## src/rtl/pbus_pkg.sv

```systemverilog
// Shared types and constants for the host-parallel-bus to MMIO bridge.
package pbus_pkg;

  typedef enum logic [1:0] {
    ST_IDLE,
    ST_WR_ISSUE,
    ST_RD_WAIT,
    ST_ACK
  } state_e;

  typedef enum logic {
    KIND_WR,
    KIND_RD
  } kind_e;

  localparam int DEF_A_W         = 6;
  localparam int DEF_MM_A_W      = 8;
  localparam int DEF_D_W         = 8;
  localparam int DEF_SYNC_STAGES = 3;
  localparam int DEF_RD_LATENCY  = 1;

  localparam int               ERR_W   = 8;
  localparam logic [ERR_W-1:0] ERR_MAX = '1;

endpackage

```

## src/rtl/pbus_sync.sv

```systemverilog
// Single-bit multi-flop synchroniser for an asynchronous host strobe.
module pbus_sync
  import pbus_pkg::*;
#(
  parameter int STAGES = DEF_SYNC_STAGES
) (
  input  logic clk,
  input  logic rst_n,
  input  logic d_i,
  output logic q_o
);

  logic [STAGES-1:0] ff_q;

  always_ff @(posedge clk or negedge rst_n) begin
    if (!rst_n) ff_q <= '0;
    else        ff_q <= {ff_q[STAGES-2:0], d_i};
  end

  assign q_o = ff_q[STAGES-1];

endmodule

```

## src/rtl/pbus_mmio_bridge.sv

```systemverilog
// Host strobe bus to single-cycle MMIO accesses, with level RDY acknowledge
// and a saturating protocol-error counter.
module pbus_mmio_bridge
  import pbus_pkg::*;
#(
  parameter int A_W         = DEF_A_W,
  parameter int MM_A_W      = DEF_MM_A_W,
  parameter int D_W         = DEF_D_W,
  parameter int SYNC_STAGES = DEF_SYNC_STAGES,
  parameter int RD_LATENCY  = DEF_RD_LATENCY
) (
  input  logic              clk,
  input  logic              rst_n,
  input  logic              bus_cs_i,
  input  logic              bus_wr_i,
  input  logic              bus_rd_i,
  input  logic [A_W-1:0]    bus_a_i,
  input  logic [D_W-1:0]    bus_d_w_i,
  output logic [D_W-1:0]    bus_d_r_o,
  output logic              bus_rdy_o,
  output logic              mm_cs_o,
  output logic              mm_wr_o,
  output logic              mm_rd_o,
  output logic [MM_A_W-1:0] mm_addr_o,
  output logic [D_W-1:0]    mm_wdata_o,
  input  logic [D_W-1:0]    mm_rdata_i,
  output logic              busy_o,
  output logic [ERR_W-1:0]  err_cnt_o,
  input  logic              err_clr_i
);

  localparam int CNT_W = $clog2(RD_LATENCY + 1);

  logic cs_s, wr_s, rd_s;

  pbus_sync #(.STAGES(SYNC_STAGES)) u_sync_cs (.clk(clk), .rst_n(rst_n), .d_i(bus_cs_i), .q_o(cs_s));
  pbus_sync #(.STAGES(SYNC_STAGES)) u_sync_wr (.clk(clk), .rst_n(rst_n), .d_i(bus_wr_i), .q_o(wr_s));
  pbus_sync #(.STAGES(SYNC_STAGES)) u_sync_rd (.clk(clk), .rst_n(rst_n), .d_i(bus_rd_i), .q_o(rd_s));

  state_e             state_q, state_d;
  kind_e              kind_q, kind_d;
  logic [CNT_W-1:0]   cnt_q, cnt_d;
  logic [MM_A_W-1:0]  addr_q, addr_d;
  logic [D_W-1:0]     wdata_q, wdata_d;
  logic [D_W-1:0]     rdata_q, rdata_d;
  logic [ERR_W-1:0]   err_q, err_d;
  logic               rdy_q;
  logic               cs_d_q, wr_d_q, rd_d_q;
  logic               wr_rise, rd_rise, wr_fall, rd_fall, err_ev;

  // Edges only count while the host holds chip select.
  assign wr_rise = cs_s &  wr_s & ~wr_d_q;
  assign rd_rise = cs_s &  rd_s & ~rd_d_q;
  assign wr_fall = cs_s & ~wr_s &  wr_d_q;
  assign rd_fall = cs_s & ~rd_s &  rd_d_q;
  assign err_ev  = (wr_rise & rd_rise) | ((wr_rise | rd_rise) & (state_q != ST_IDLE));

  always_comb begin
    state_d = state_q;
    kind_d  = kind_q;
    cnt_d   = cnt_q;
    addr_d  = addr_q;
    wdata_d = wdata_q;
    rdata_d = rdata_q;
    case (state_q)
      ST_IDLE: begin
        if (wr_rise && !rd_rise) begin
          addr_d  = MM_A_W'(bus_a_i);
          wdata_d = bus_d_w_i;
          state_d = ST_WR_ISSUE;
        end else if (rd_rise && !wr_rise) begin
          addr_d  = MM_A_W'(bus_a_i);
          cnt_d   = '0;
          state_d = ST_RD_WAIT;
        end
      end
      ST_WR_ISSUE: begin
        kind_d  = KIND_WR;
        state_d = ST_ACK;
      end
      ST_RD_WAIT: begin
        cnt_d = cnt_q + CNT_W'(1);
        if (cnt_q == CNT_W'(RD_LATENCY)) begin
          rdata_d = mm_rdata_i;
          kind_d  = KIND_RD;
          state_d = ST_ACK;
        end
      end
      ST_ACK: begin
        if ((kind_q == KIND_WR) ? wr_fall : rd_fall) state_d = ST_IDLE;
      end
      default: state_d = ST_IDLE;
    endcase
    // Losing cs abandons the transaction; read data from an aborted read is dropped.
    if (!cs_s && state_q != ST_IDLE) begin
      state_d = ST_IDLE;
      rdata_d = rdata_q;
    end
  end

  always_comb begin
    err_d = err_q;
    if (err_clr_i)                     err_d = '0;
    else if (err_ev && err_q != ERR_MAX) err_d = err_q + ERR_W'(1);
  end

  always_ff @(posedge clk or negedge rst_n) begin
    if (!rst_n) begin
      state_q <= ST_IDLE;
      kind_q  <= KIND_WR;
      cnt_q   <= '0;
      addr_q  <= '0;
      wdata_q <= '0;
      rdata_q <= '0;
      err_q   <= '0;
      rdy_q   <= 1'b0;
      cs_d_q  <= 1'b0;
      wr_d_q  <= 1'b0;
      rd_d_q  <= 1'b0;
    end else begin
      state_q <= state_d;
      kind_q  <= kind_d;
      cnt_q   <= cnt_d;
      addr_q  <= addr_d;
      wdata_q <= wdata_d;
      rdata_q <= rdata_d;
      err_q   <= err_d;
      rdy_q   <= (state_d == ST_ACK);
      cs_d_q  <= cs_s;
      wr_d_q  <= wr_s;
      rd_d_q  <= rd_s;
    end
  end

  assign bus_d_r_o  = rdata_q;
  assign bus_rdy_o  = rdy_q;
  assign mm_cs_o    = cs_d_q;
  assign mm_wr_o    = (state_q == ST_WR_ISSUE);
  assign mm_rd_o    = (state_q == ST_RD_WAIT) && (cnt_q == '0);
  assign mm_addr_o  = addr_q;
  assign mm_wdata_o = wdata_q;
  assign busy_o     = (state_q != ST_IDLE);
  assign err_cnt_o  = err_q;

endmodule

```

## config.mk

```make
export PLATFORM = sky130hd
export DESIGN_NAME = pbus_mmio_bridge
export DESIGN_NICKNAME = d
export VERILOG_FILES = /design/src/rtl/pbus_pkg.sv /design/src/rtl/pbus_sync.sv /design/src/rtl/pbus_mmio_bridge.sv
export SDC_FILE = /design/constraint.sdc
export NUM_CORES = 1
export LEC_CHECK = 0
export ABC_CLOCK_PERIOD_IN_PS = 1850
export CAP_MARGIN = 15
export CORE_UTILIZATION = 41
export CTS_CLUSTER_SIZE = 10
export DETAILED_ROUTE_END_ITERATION = 10
export PLACE_DENSITY = 0.76
export SLEW_MARGIN = 20
export SYNTH_ARGS = -nofsm -noshare
export SYNTH_HDL_FRONTEND = slang
export SYNTH_HIERARCHICAL = 1
export SYNTH_SLANG_ARGS = --single-unit
export TNS_END_PERCENT = 30
```

## constraint.sdc

```tcl
create_clock -name clk -period 1.85 [get_ports clk]
set_clock_uncertainty 0.05 [all_clocks]
set_input_delay 0.2775 -clock clk [delete_from_list [all_inputs] [get_ports clk]]
set_output_delay 0.2775 -clock clk [all_outputs]
set_load 0.05 [all_outputs]
```

==> results.toml, run 1 <==
[place]
gp_congestion = 0.8108
portBuffers = 62
hpwl_mm = 2.443

[power_and_ir_drop]
p_leak_nw = 1.279
power-per-cell-area_mw_per_mm2 = 1580
peakVddDrop_uv = 984.0
finalPower_mw = 4.503

[run]
max_cap_viol_count = 0

[worst_setup_path]
path_class = "flip-flop to flip-flop"
r2r_setup_slack_ns = 0.005
endpoint_kind = "flip-flop"
worstPathArrival_ns = 2.02
slowest_stage = "or4_4"
cp_max_fo = 5
required_ns = 2.02
crit_path_max_incr_delay_ns = 0.43
start_kind = "flip-flop"
cp_cell_sequence = "nand2_1, or2_4, ha_4, o21ba_4, o21ai_4, or4_4, a21oi_2"

[final_layout]
fill_cells = 333
area_growth_pct = 45.37
antenna_cells = 0
layout.area.seq_mm2 = 0.001176
multi_input_area_um2 = 799.5
final_nets = 254
layout-drive-gt1-share = 0.3063

[timing]
hold_ws_ns = -0.008601
finalCriticalPeriod_ns = 1.845
rsz0062_at_grt = "true"
fmax_mhz = 541.9
drv_slew = 0
tightest_slew_ns = 0.5782
fin_crit_sh = 0.9974
finalHoldViolations = 12
setup_violations = 0
relSlewSlack = 0.6146

[min_path]
worstHoldPathType = "input pin to async pin"

[cts]
cts.clk_slew.worst_paths_ns = 0.09
cts_sinks = 47
cts_root_buf = "clkbuf_8"
insertion_delay_ns = 0.30
hold_buffers = 0
cts_buffer_depth = 2
h-tree-depth = 2
numCtsBuffers = 5
tritoncts = "done"

[synth]
synth_top_area_cell = "dfrtp_1"
ys_ff_latch = 47
async_flop_share = 1.000
synth-edff-count = 0
syn_area_mm2 = 0.001961
ys_seq_area_frac = 0.5999
synthTopCellsByArea = "dfrtp_1 60%, mux2_2 13%, ha_1 3.2%"
synthCells = 149
ys.flop_type = "dfrtp_1"
yosys_warnings = 6
synth_top_area_share = 0.5999
synth.distinct_cells = 40
synth.avg_cell_area_um2 = 13.16

[global_routing]
grt_max_degree = 48
grt_first_pass_wirelength_mm = 6.030
grt_antenna_before_repair = 0
first_global_vias = 1292
track_usage = 0.1555
grt_overflow = 0

[routing]
wire_per_inst_um = 13.47
drtIter0Drc = 80
antenna_left = 0
drc_errors = 2
first_pass_iters = 9
wl_mm = 3.692
route.vias.total = 1402
avgViaCountPerCell = 5.117

[run_status]
violations = "DRC, hold timing"
status = "complete, but fails checks"

[floorplanning]
core_area_mm2 = 0.004474
rows = 24
initial_utilization = 0.4382
die_y_um = 71.15
fp.dieArea_mm2 = 0.005062
die_w_um = 71.15
pin_count = 65
[synthesized netlist by cell type (2+ instances only)]
master / count
a211oi_1: 2
a21boi_0: 2
a21oi_1: 5
and2_1: 2
and3_1: 3
buf_4: 2
dfrtp_1: 47
ha_1: 5
inv_1: 7
mux2_2: 23
mux2i_1: 3
nand2_1: 4
nand2b_1: 3
nor2_1: 9
o2111ai_1: 2
o21a_1: 2
o21ai_0: 3
o2bb2ai_1: 2
or2_2: 2
[layer usage]
| metal | GRT usage | vias to the layer above | share of wire |
|---|---|---|---|
| li1 | - | 661 | - |
| met1 | 0.2085 | 699 | 0.43 |
| met2 | 0.2233 | 38 | 0.50 |
| met3 | 0.07123 | 4 | 0.060 |
| met4 | 0.05333 | 0 | 0.0092 |
| met5 | 0 | - | 0 |
[critical path: cells and delay by family, from the launching register on]
kind	cells	cell delay (ns)
flops	1	0.38
compound gates	3	0.44
fa+ha+maj	1	0.16
simple gates	3	0.74
[report_power, final]
part	total, mW	internal, mW	switching, mW
clock	0.614	0.270	0.344
sequential	1.54	1.34	0.198
combinational	2.35	0.911	1.44
[final timing paths]
check	to	start	depth (start not counted)
min	mm_addr_o[0]	rst_n	2
max in group asynchronous	mm_cs_o	rst_n	2
max	err_cnt_o[5]	u_sync_cs/ff_q[2]	7
min in group clk	u_sync_rd/ff_q[1]	u_sync_rd/ff_q[0]	0
min reg2reg	u_sync_rd/ff_q[1]	u_sync_rd/ff_q[0]	0
max reg2reg	err_cnt_o[5]	u_sync_cs/ff_q[2]	7
[state kept, by name, summed over array words and instances, names as in the netlist]
| register | count |
|---|---|
| bus_d_r_o | 8 |
| bus_rdy_o | 1 |
| cnt_q | 1 |
| err_cnt_o | 8 |
| kind_q | 1 |
| mm_addr_o | 6 |
| mm_cs_o | 1 |
| mm_wdata_o | 8 |
| rd_d_q | 1 |
| state_q | 2 |
| u_sync_cs/ff_q | 3 |
| u_sync_rd/ff_q | 3 |
| u_sync_wr/ff_q | 3 |
| wr_d_q | 1 |
[layout make-up]
type / instances / area share
Multi-Input combinational cell: 91 / 0.2805
Clock inverter: 3 / 0.007902
Sequential cell: 47 / 0.4126
Inverter: 7 / 0.009219
Timing Repair Buffer: 69 / 0.2428
Tap cell: 52 / 0.02283
Clock buffer: 5 / 0.02414
[cell usage in the layout, fill, tap and decap left out, drive strengths merged, types with 3 or more instances in the layout]
master,instances
mux2,23
clkbuf,5
and3,4
clkdlybuf4s50,45
nand2,5
inv,8
nand2b,3
ha,5
mux2i,3
dfrtp,47
buf,22
nor2,9
o21ai,4
a21oi,5
[through the flow]
stage	cells	worst slack [ns]	util	cell area (um2)	TNS, ns
floorplan	150	-0.06007	-	1969	-0.1716
global placement	264	-0.01855	0.5976	2674	-0.01855
detailed placement	264	-0.05109	0.5976	2674	-0.08847
CTS	273	0.01171	0.6214	2780	0
global route	274	-0.1060	0.6370	2850	-0.2899
finish	274	0.004761	0.6370	2850	0
[cell families after synthesis]
group | share of synthesized area
DFF | 0.5999
and+or+nand+nor | 0.08743
muxes | 0.1474
AOI/OAI and AO/OA | 0.09892
buffers and inverters | 0.02807
adders and majority gates | 0.03191
other | 0.001913
xor gates and xnor gates | 0.004468
[repair_timing]
action / in CTS / in global routing
cloned: 0 / 0
pin swaps: 1 / 4
gates resized for setup: 3 / 13
setup buffers: 1 / 1
setup endpoints to repair: 3 / 23
No activity file was read; power rests on OpenSTA's default activity.
==> inputs of run 2 (changes only) <==
Settings changed: PLACE_DENSITY 0.76 to 0.79.
==> run 2 against run 1 <==
The run ends with DRC left. Design area rose by 0.22%. Via count shrank 0.93%. Die area unchanged. Count of clock-buffer cells in the layout rose by 1. Routed wire length down 2.8%. Combinational power barely moved. Global-route usage down 0.44 points.
==> results.toml, run 2 (synthesized netlist as in run 1, its figures left out) <==
[cts]
tritoncts = "done"
cts_root_buf = "clkbuf_8"
numCtsBuffers = 5
insertion_delay_ns = 0.30
cts_sinks = 47
cts_buffer_depth = 2
h-tree-depth = 2
cts.clk_slew.worst_paths_ns = 0.08

[final_layout]
multi_input_area_um2 = 752.0
antenna_cells = 0
layout_commonest_cell = "clkdlybuf4s50_1"
layout.area.seq_mm2 = 0.001176
postLayoutCellArea_mm2 = 0.002856
final_cell_mix = "48 x clkdlybuf4s50_1, 47 x dfrtp_1, 23 x mux2_2, 16 x buf_4, 9 x nor2_1"
fill_cells = 336
fin_cells = 276
area_growth_pct = 45.69
final_nets = 256
layout-drive-gt1-share = 0.2813
post-route-util = 0.6384

[timing]
relSlewSlack = 0.6587
setup_violations = 0
drv_slew = 0
tightest_slew_ns = 0.5103
finalCriticalPeriod_ns = 1.833
finalHoldViolations = 0
hold_ws_ns = 0.3058
fmax_mhz = 545.6
rsz0062_at_grt = "true"
fin_crit_sh = 0.9907

[place]
gp_congestion = 0.7591
dpl-instance-area_mm2 = 0.002704
hpwl_mm = 2.577
place_inst = 266
portBuffers = 62

[run_status]
status = "complete, but fails checks"
violations = "DRC"

[run]
max_cap_viol_count = 0

[floorplanning]
pin_count = 65
die_w_um = 71.15
rows = 24
fp.dieArea_mm2 = 0.005062
die_y_um = 71.15
core_area_mm2 = 0.004474
initial_utilization = 0.4382

[power_and_ir_drop]
peakVddDrop_uv = 1185
p_comb_frac = 0.503
power_switching_mw = 1.977
power_frac_seq = 0.329
pwr-share-clk = 0.169
power-per-cell-area_mw_per_mm2 = 1637
p_leak_nw = 1.278
switching_share = 0.4228
internal_power_mw = 2.698

[min_path]
worstHoldPathType = "flip-flop to flip-flop"

[global_routing]
first_global_vias = 1348
grt_first_pass_wirelength_mm = 5.982
grt_max_degree = 48
grt_overflow = 0
track_usage = 0.1511
grt_antenna_before_repair = 0

[worst_setup_path]
required_ns = 2.02
start_kind = "flip-flop"
worstPathArrival_ns = 2.00
path_class = "flip-flop to flip-flop"
endpoint_kind = "flip-flop"
cp_max_fo = 5

[routing]
drc_errors = 6
wl_mm = 3.587
route.vias.total = 1389
wire_per_inst_um = 13.00
antenna_left = 0
first_pass_iters = 7
avgViaCountPerCell = 5.033
drtIter0Drc = 99
[run 2: timing repair]
| action | in CTS | in global routing |
|---|---|---|
| gates resized for setup | 2 | 4 |
| endpoints found under the hold margin | 47 | 0 |
| hold buffers | 1 | 0 |
| endpoints found under the setup margin | 2 | 8 |
| cloned | 0 | 0 |
| buffers inserted | 1 | 0 |
| pin swaps | 1 | 1 |
[run 2: critical path, stage by stage (launching register included)]
cell,delay (ns)
dfrtp_1,0.38
nand2_1,0.07
or2_4,0.24
ha_1,0.19
o21ba_4,0.23
o21ai_4,0.06
or4_1,0.40
a21oi_1,0.14
[run 2: worst paths after layout]
| check | from | to | slack (ns) | depth (start not counted) |
|---|---|---|---|---|
| max | u_sync_cs/ff_q[2] | err_cnt_o[5] | 0.02 | 7 |
| max in group asynchronous | rst_n | err_cnt_o[7] | 1.10 | 3 |
| min | u_sync_cs/ff_q[1] | u_sync_cs/ff_q[2] | 0.31 | 0 |
| max reg2reg | u_sync_cs/ff_q[2] | err_cnt_o[5] | 0.02 | 7 |
| min reg2reg | u_sync_cs/ff_q[1] | u_sync_cs/ff_q[2] | 0.31 | 0 |
| min in group asynchronous | rst_n | mm_addr_o[5] | 0.43 | 3 |
[run 2: metrics by stage]
stage / setup TNS [ns] / power (mW) / worst slack [ns]
3_5_place_dp: -0.01872 / 3.913 / -0.01872
3_3_place_gp: 0 / 3.885 / 0.02739
2_1_floorplan: -0.1716 / 3.043 / -0.06007
4_1_cts: 0 / 4.708 / 0.008417
5_1_grt: -0.1571 / 4.883 / -0.06570
6_report: 0 / 4.675 / 0.01728
[run 2: power by group through the flow]
stage	registers, mW	clock network, mW	logic, mW
after floorplan	2.45	0	0.589
after global placement	1.54	0	2.34
after detailed placement	1.56	0	2.36
after CTS	1.54	0.804	2.37
after global routing	1.59	0.843	2.45
final	1.54	0.788	2.35
[run 2: cell type report]
cell class,count,area share
Sequential cell,47,0.4117
Inverter,7,0.009198
Multi-Input combinational cell,91,0.2633
Tap cell,52,0.02278
Clock buffer,6,0.02891
Clock inverter,2,0.01358
Timing Repair Buffer,71,0.2505
[run 2: per-layer routing]
layer  track usage  vias to the layer above  part of all wire  wire, um
met3       0.05413                        5             0.063       226
met5             0                        -                 0         0
met4       0.05333                        0            0.0098        35
met2        0.2349                       45              0.47      1689
li1              -                      672                 -         -
met1        0.1962                      667              0.46      1635
==> variant 1, RTL diff (settings of run 1) <==
Put one more register stage on the output `err_cnt_o`, with the module's reset. The value now appears one clock later. The other outputs are not delayed to match.
--- a/src/rtl/pbus_mmio_bridge.sv
+++ b/src/rtl/pbus_mmio_bridge.sv
@@ -141,5 +141,11 @@
   assign mm_wdata_o = wdata_q;
   assign busy_o     = (state_q != ST_IDLE);
-  assign err_cnt_o  = err_q;
+  always_ff @(posedge clk or negedge rst_n) begin
+    if (!rst_n) begin
+      err_cnt_o <= '0;
+    end else begin
+      err_cnt_o <= err_q;
+    end
+  end
 
 endmodule
Check against the original RTL: not equivalent (a bounded check fails within 10 cycles, from zero or initial values and one cycle with rst_n low).
==> variant 1 against run 1 <==
  * The flow finishes with violations (setup timing)
  * Worst hold slack improved by 0.31 ns
  * Sequential cell count rose by 8
  * Via count rose by 6.8%
  * Count of clock-buffer cells in the layout rose by 1
  * Sequential share of layout area rose by 4.0 points
  * Fmax fell by 2.0%
  * First-iteration DRC count rose by 5.0%
  * Design area rose by 6.7%
  * Power rose by 3.4%
  * Wire length rose by 7.2%
  * Synthesized area rose by 9.7%
  * Worst setup slack got worse by 0.037 ns
==> variant 1: results (changes against run 1) <==
Hold Crit Depth 0; routing usage on met1 18.1% (-2.7 points); M2 GR Usage 26.9% (+4.6 points); Hold Path Class flop to flop; Final Setup Violations 1 (+1); Reg clk slew, reported paths roughly 0.080 ns; failing checks setup timing; share of cells above drive strength 1 24.3% (-6.4 points); outcome finished with violations; power density over the cells 1530 nW/µm² (-3.1%); Post-synth ARST share 100% (unchanged); footprint of the multi-input gates 764 µm² (-4.4%); hold_ws 0.302 ns (+0.311 ns); hold_buf cts 1 (+1); met3 usage 4.07% (-3.1 points); placed cell count 294 (+11%); met3 WL 190 µm (-14%); met1 WL 1.55 mm (-3.2%); largest net degree at the start of global routing 23 (-52%); top cells by count, synth dfrtp_1 (55), mux2_2 (22), nand2_1 (10), nor2_1 (7), a21oi_1 (6); Worst Tran Pin Value 0.514 ns (-0.0645 ns); fin cells 302 (+10%); first-pass GRT wire length 6.46 mm (+7.1%); pre-CTS setup slack -0.106 ns (-0.0545 ns); PnR worst setup slack -0.0327 ns (-0.0374 ns); NetSw 1.97 mW (-0.50%); top area cells in the synthesized netlist dfrtp_1 (64%), mux2_2 (12%), ha_1 (2.9%); gr usage total 15.5% (-0.022 points); Worst VDD drop 1.06 mV (+7.9%); 1st-pass router iterations 4 (-5); syn avg cell area 13.4 µm² (+1.5%); setup bufs post-CTS 1 (unchanged); Met2 Wirelength 2.17 mm (+18%); placed inst area 2920 µm² (+9.2%); Via Count 1498 (+6.8%); DRT iter0 DRCs 84 (+5.0%); hpwl dp 2.98 mm (+22%); CP max FO 3 (-2); Leakage 1.32 nW (+3.1%); Routability Congestion 0.765 (-5.7%); RR Endpoint err_q[5]; setup_tns -0.0327 ns (-0.0327 ns); Distinct cells, synth 39 (-2.5%); Seq/Total Area, Yosys 64.0% (+4.0 points); # resized after CTS 5 (+2); arrival time worst endpoint 2.05 ns (+0.03 ns); WL per Instance 13.1 µm (-2.8%); # fillers 393 (+18%); nets@finish 269 (+5.9%)
==> variant 1: changes by cell type in the layout (fill, tap and decap cells not counted), moves of 3 or more <==
cell | run 1 | this run
nor3_1 | 0 | 4
and3_1 | 3 | 0
nand2_1 | 4 | 10
buf_4 | 16 | 12
clkdlybuf4s50_1 | 45 | 56
dfrtp_1 | 47 | 55
==> variant 1: worst max-delay path, stage by stage (launching register included) <==
cell and delay, ns:
dfrtp_1 0.37, nand2_1 0.06, or2_4 0.24, ha_2 0.18, o21ba_4 0.23, o21ai_4 0.05, or4_4 0.48, a21oi_2 0.14
==> variant 1: layout make-up <==
| type | count | share of cell area (%) |
|---|---|---|
| inverter | 5 | 0.617 |
| timing repair buffer | 73 | 23.9 |
| clock buffer | 6 | 2.39 |
| multi-input combinational | 96 | 25.1 |
| sequential | 55 | 45.2 |
| tap | 67 | 2.76 |
==> variant 1: worst max-delay path by stage <==
stage,end,slack (ns)
finish,err_q[5],-0.03
global route,err_q[5],-0.1
CTS,err_q[5],-0.02
detailed placement,err_q[6],-0.11
global placement,err_q[5],-0.06
floorplan,err_q[5],-0.14
==> variant 1: kinds of logic after synthesis <==
kind of cell	Yosys count	share of synthesized area [%]
other	1	0.174
adder cells (fa/ha/maj)	5	2.91
XOR/XNOR	1	0.407
flip-flops	55	64.0
AO/OA/AOI/OAI	28	9.66
multiplexers	23	12.0
AND/OR/NAND/NOR	37	8.55
buffers and inverters	11	2.33
==> variant 1: power by group through the flow <==
stage / clock network [mW] / logic (mW) / registers [mW]
after floorplan: 0 / 0.588 / 2.64
after global placement: 0 / 2.33 / 1.74
after detailed placement: 0 / 2.36 / 1.75
after CTS: 0.612 / 2.37 / 1.72
after global routing: 0.647 / 2.47 / 1.76
final: 0.586 / 2.35 / 1.72
==> variant 2, RTL diff (config.mk and constraints of run 1) <==
Made on the original files. Set the package constant `DEF_A_W` to 12 (it was 6).
--- a/src/rtl/pbus_pkg.sv
+++ b/src/rtl/pbus_pkg.sv
@@ -14,5 +14,5 @@
   } kind_e;
 
-  localparam int DEF_A_W         = 6;
+  localparam int DEF_A_W         = 12;
   localparam int DEF_MM_A_W      = 8;
   localparam int DEF_D_W         = 8;
Ports: changed (resized bus_a_i); port bits go from 65 to 71. The function was not compared with the original's and may differ.
==> variant 2 against run 1 <==
  * The flow finishes with violations (DRC, setup timing)
  * Sequential cell count increased by 2
  * Worst hold slack gained 0.31 ns
  * Fmax decreased by 8.7%
  * Design area increased by 7.2%
  * Synthesized area grew 0.70%
  * Synthesized cell count is 2.7% lower
  * Count of clock-buffer cells in the layout up 1
  * Critical path type unchanged
  * Die area increased by 0.69%
  * Worst setup slack worse by 0.18 ns
  * Clock power grew 5.7%
  * Power grew 8.0%
  * Critical endpoint is now err_cnt_o[7]
  * Wire length grew 26%
==> variant 2: results (changes against run 1) <==
met3 usage 5.20% (-1.9 points); Seq/Total Area, Yosys 62.1% (+2.1 points); routing usage on met1 21.9% (+1.0 points); Distinct cells, synth 37 (-7.5%); RR Endpoint err_cnt_o[7]; vias per cell 5.15 (+0.67%); Routability Congestion 0.847 (+4.5%); top area cells in the synthesized netlist dfrtp_1 (62%), mux2_2 (14%), ha_1 (3.2%); largest net degree at the start of global routing 21 (-56%); failing checks DRC, setup timing; nets@finish 271 (+6.7%); hpwl dp 3.27 mm (+34%); Worst Tran Pin Value 0.518 ns (-0.0603 ns); M2 GR Usage 33.0% (+11 points); outcome finished with violations; placed inst area 2830 µm² (+5.8%); Final Setup Violations 10 (+10); top cells by count, synth dfrtp_1 (49), mux2_2 (24), a21oi_1 (6), inv_1 (6); hold_buf cts 1 (+1); Post-route DRC 1 (-1); share of cells above drive strength 1 36.1% (+5.4 points); first-pass GRT wire length 7.18 mm (+19%); setup bufs post-CTS 2 (+1); Leakage 1.34 nW (+4.7%); PnR worst setup slack -0.171 ns (-0.176 ns); IO Port Bufs 66 (+6.5%)
## variant 2: cell types whose count changed in the layout (fill, tap and decap cells not counted), sizes merged, moves of 3 or more
cell / run 1 / this run
buf: 22 / 28
clkdlybuf4s50: 45 / 53
nand2b: 3 / 0
nand3: 1 / 5
nor2: 9 / 5
or3: 0 / 3
## variant 2: per-layer routing
| metal | part of all wire, % | vias to the layer above |
|---|---|---|
| met3 | 3.7 | 10 |
| met2 | 54 | 30 |
| met5 | 0 | - |
| met4 | 2.7 | 0 |
| li1 | - | 686 |
| met1 | 39 | 742 |
## variant 2: logic make-up after synthesis
kind of cell,after synthesis,synth area share (%)
and+or+nand+nor,30,8.37
AOI/OAI and AO/OA,24,9.00
DFF,49,62.1
muxes,25,14.2
adders and majority gates,5,3.17
xor gates and xnor gates,3,1.33
buffers and inverters,9,1.84
## variant 2: layout make-up
class | instances | area, µm²
Clock buffer | 6 | 82.6
Clock inverter | 2 | 13.8
Fill cell | 326 | 1450
Inverter | 6 | 22.5
Multi-Input combinational cell | 87 | 842
Sequential cell | 49 | 1230
Tap cell | 52 | 65.1
Timing Repair Buffer | 83 | 802
## variant 2: worst max-delay path by stage
| stage | from | to | slack, ns | cells after the start |
|---|---|---|---|---|
| after floorplan | u_sync_cs/ff_q[2] | err_cnt_o[7] | -0.15 | 7 |
| after global placement | u_sync_cs/ff_q[2] | err_cnt_o[7] | -0.12 | 7 |
| after detailed placement | u_sync_cs/ff_q[2] | err_cnt_o[5] | -0.22 | 7 |
| after CTS | u_sync_cs/ff_q[2] | err_cnt_o[7] | -0.21 | 7 |
| after global routing | u_sync_cs/ff_q[2] | err_cnt_o[7] | -0.23 | 7 |
| final | u_sync_rd/ff_q[2] | err_cnt_o[7] | -0.17 | 7 |
## variant 2: worst max-delay path, cell delays in order (launching register included)
cell	delay (ns)
dfrtp_1	0.36
inv_2	0.04
or3_4	0.41
ha_4	0.17
o21ba_4	0.23
o22ai_4	0.10
or4_4	0.43
a21oi_2	0.15
## variant 2: per-stage QoR
stage	TNS [ns]	utilization, %	instances	hold WS [ns]	worst slack, ns
detailed placement	-2.57	62.8	272	0.189	-0.224
floorplan	-1.40	-	145	-0.0681	-0.146
finish	-0.596	67.8	285	0.304	-0.171
CTS	-1.23	66.0	282	0.306	-0.211
global route	-2.44	67.8	285	0.313	-0.227
global placement	-1.56	62.8	272	0.184	-0.117
## variant 2: power by group
| part | switching (mW) | leakage, nW | total [mW] | internal, mW |
|---|---|---|---|---|
| combinational | 1.56 | 0.690 | 2.58 | 1.02 |
| sequential | 0.227 | 0.598 | 1.63 | 1.40 |
| clock | 0.346 | 0.0512 | 0.649 | 0.303 |
| total | 2.14 | 1.34 | 4.86 | 2.73 |
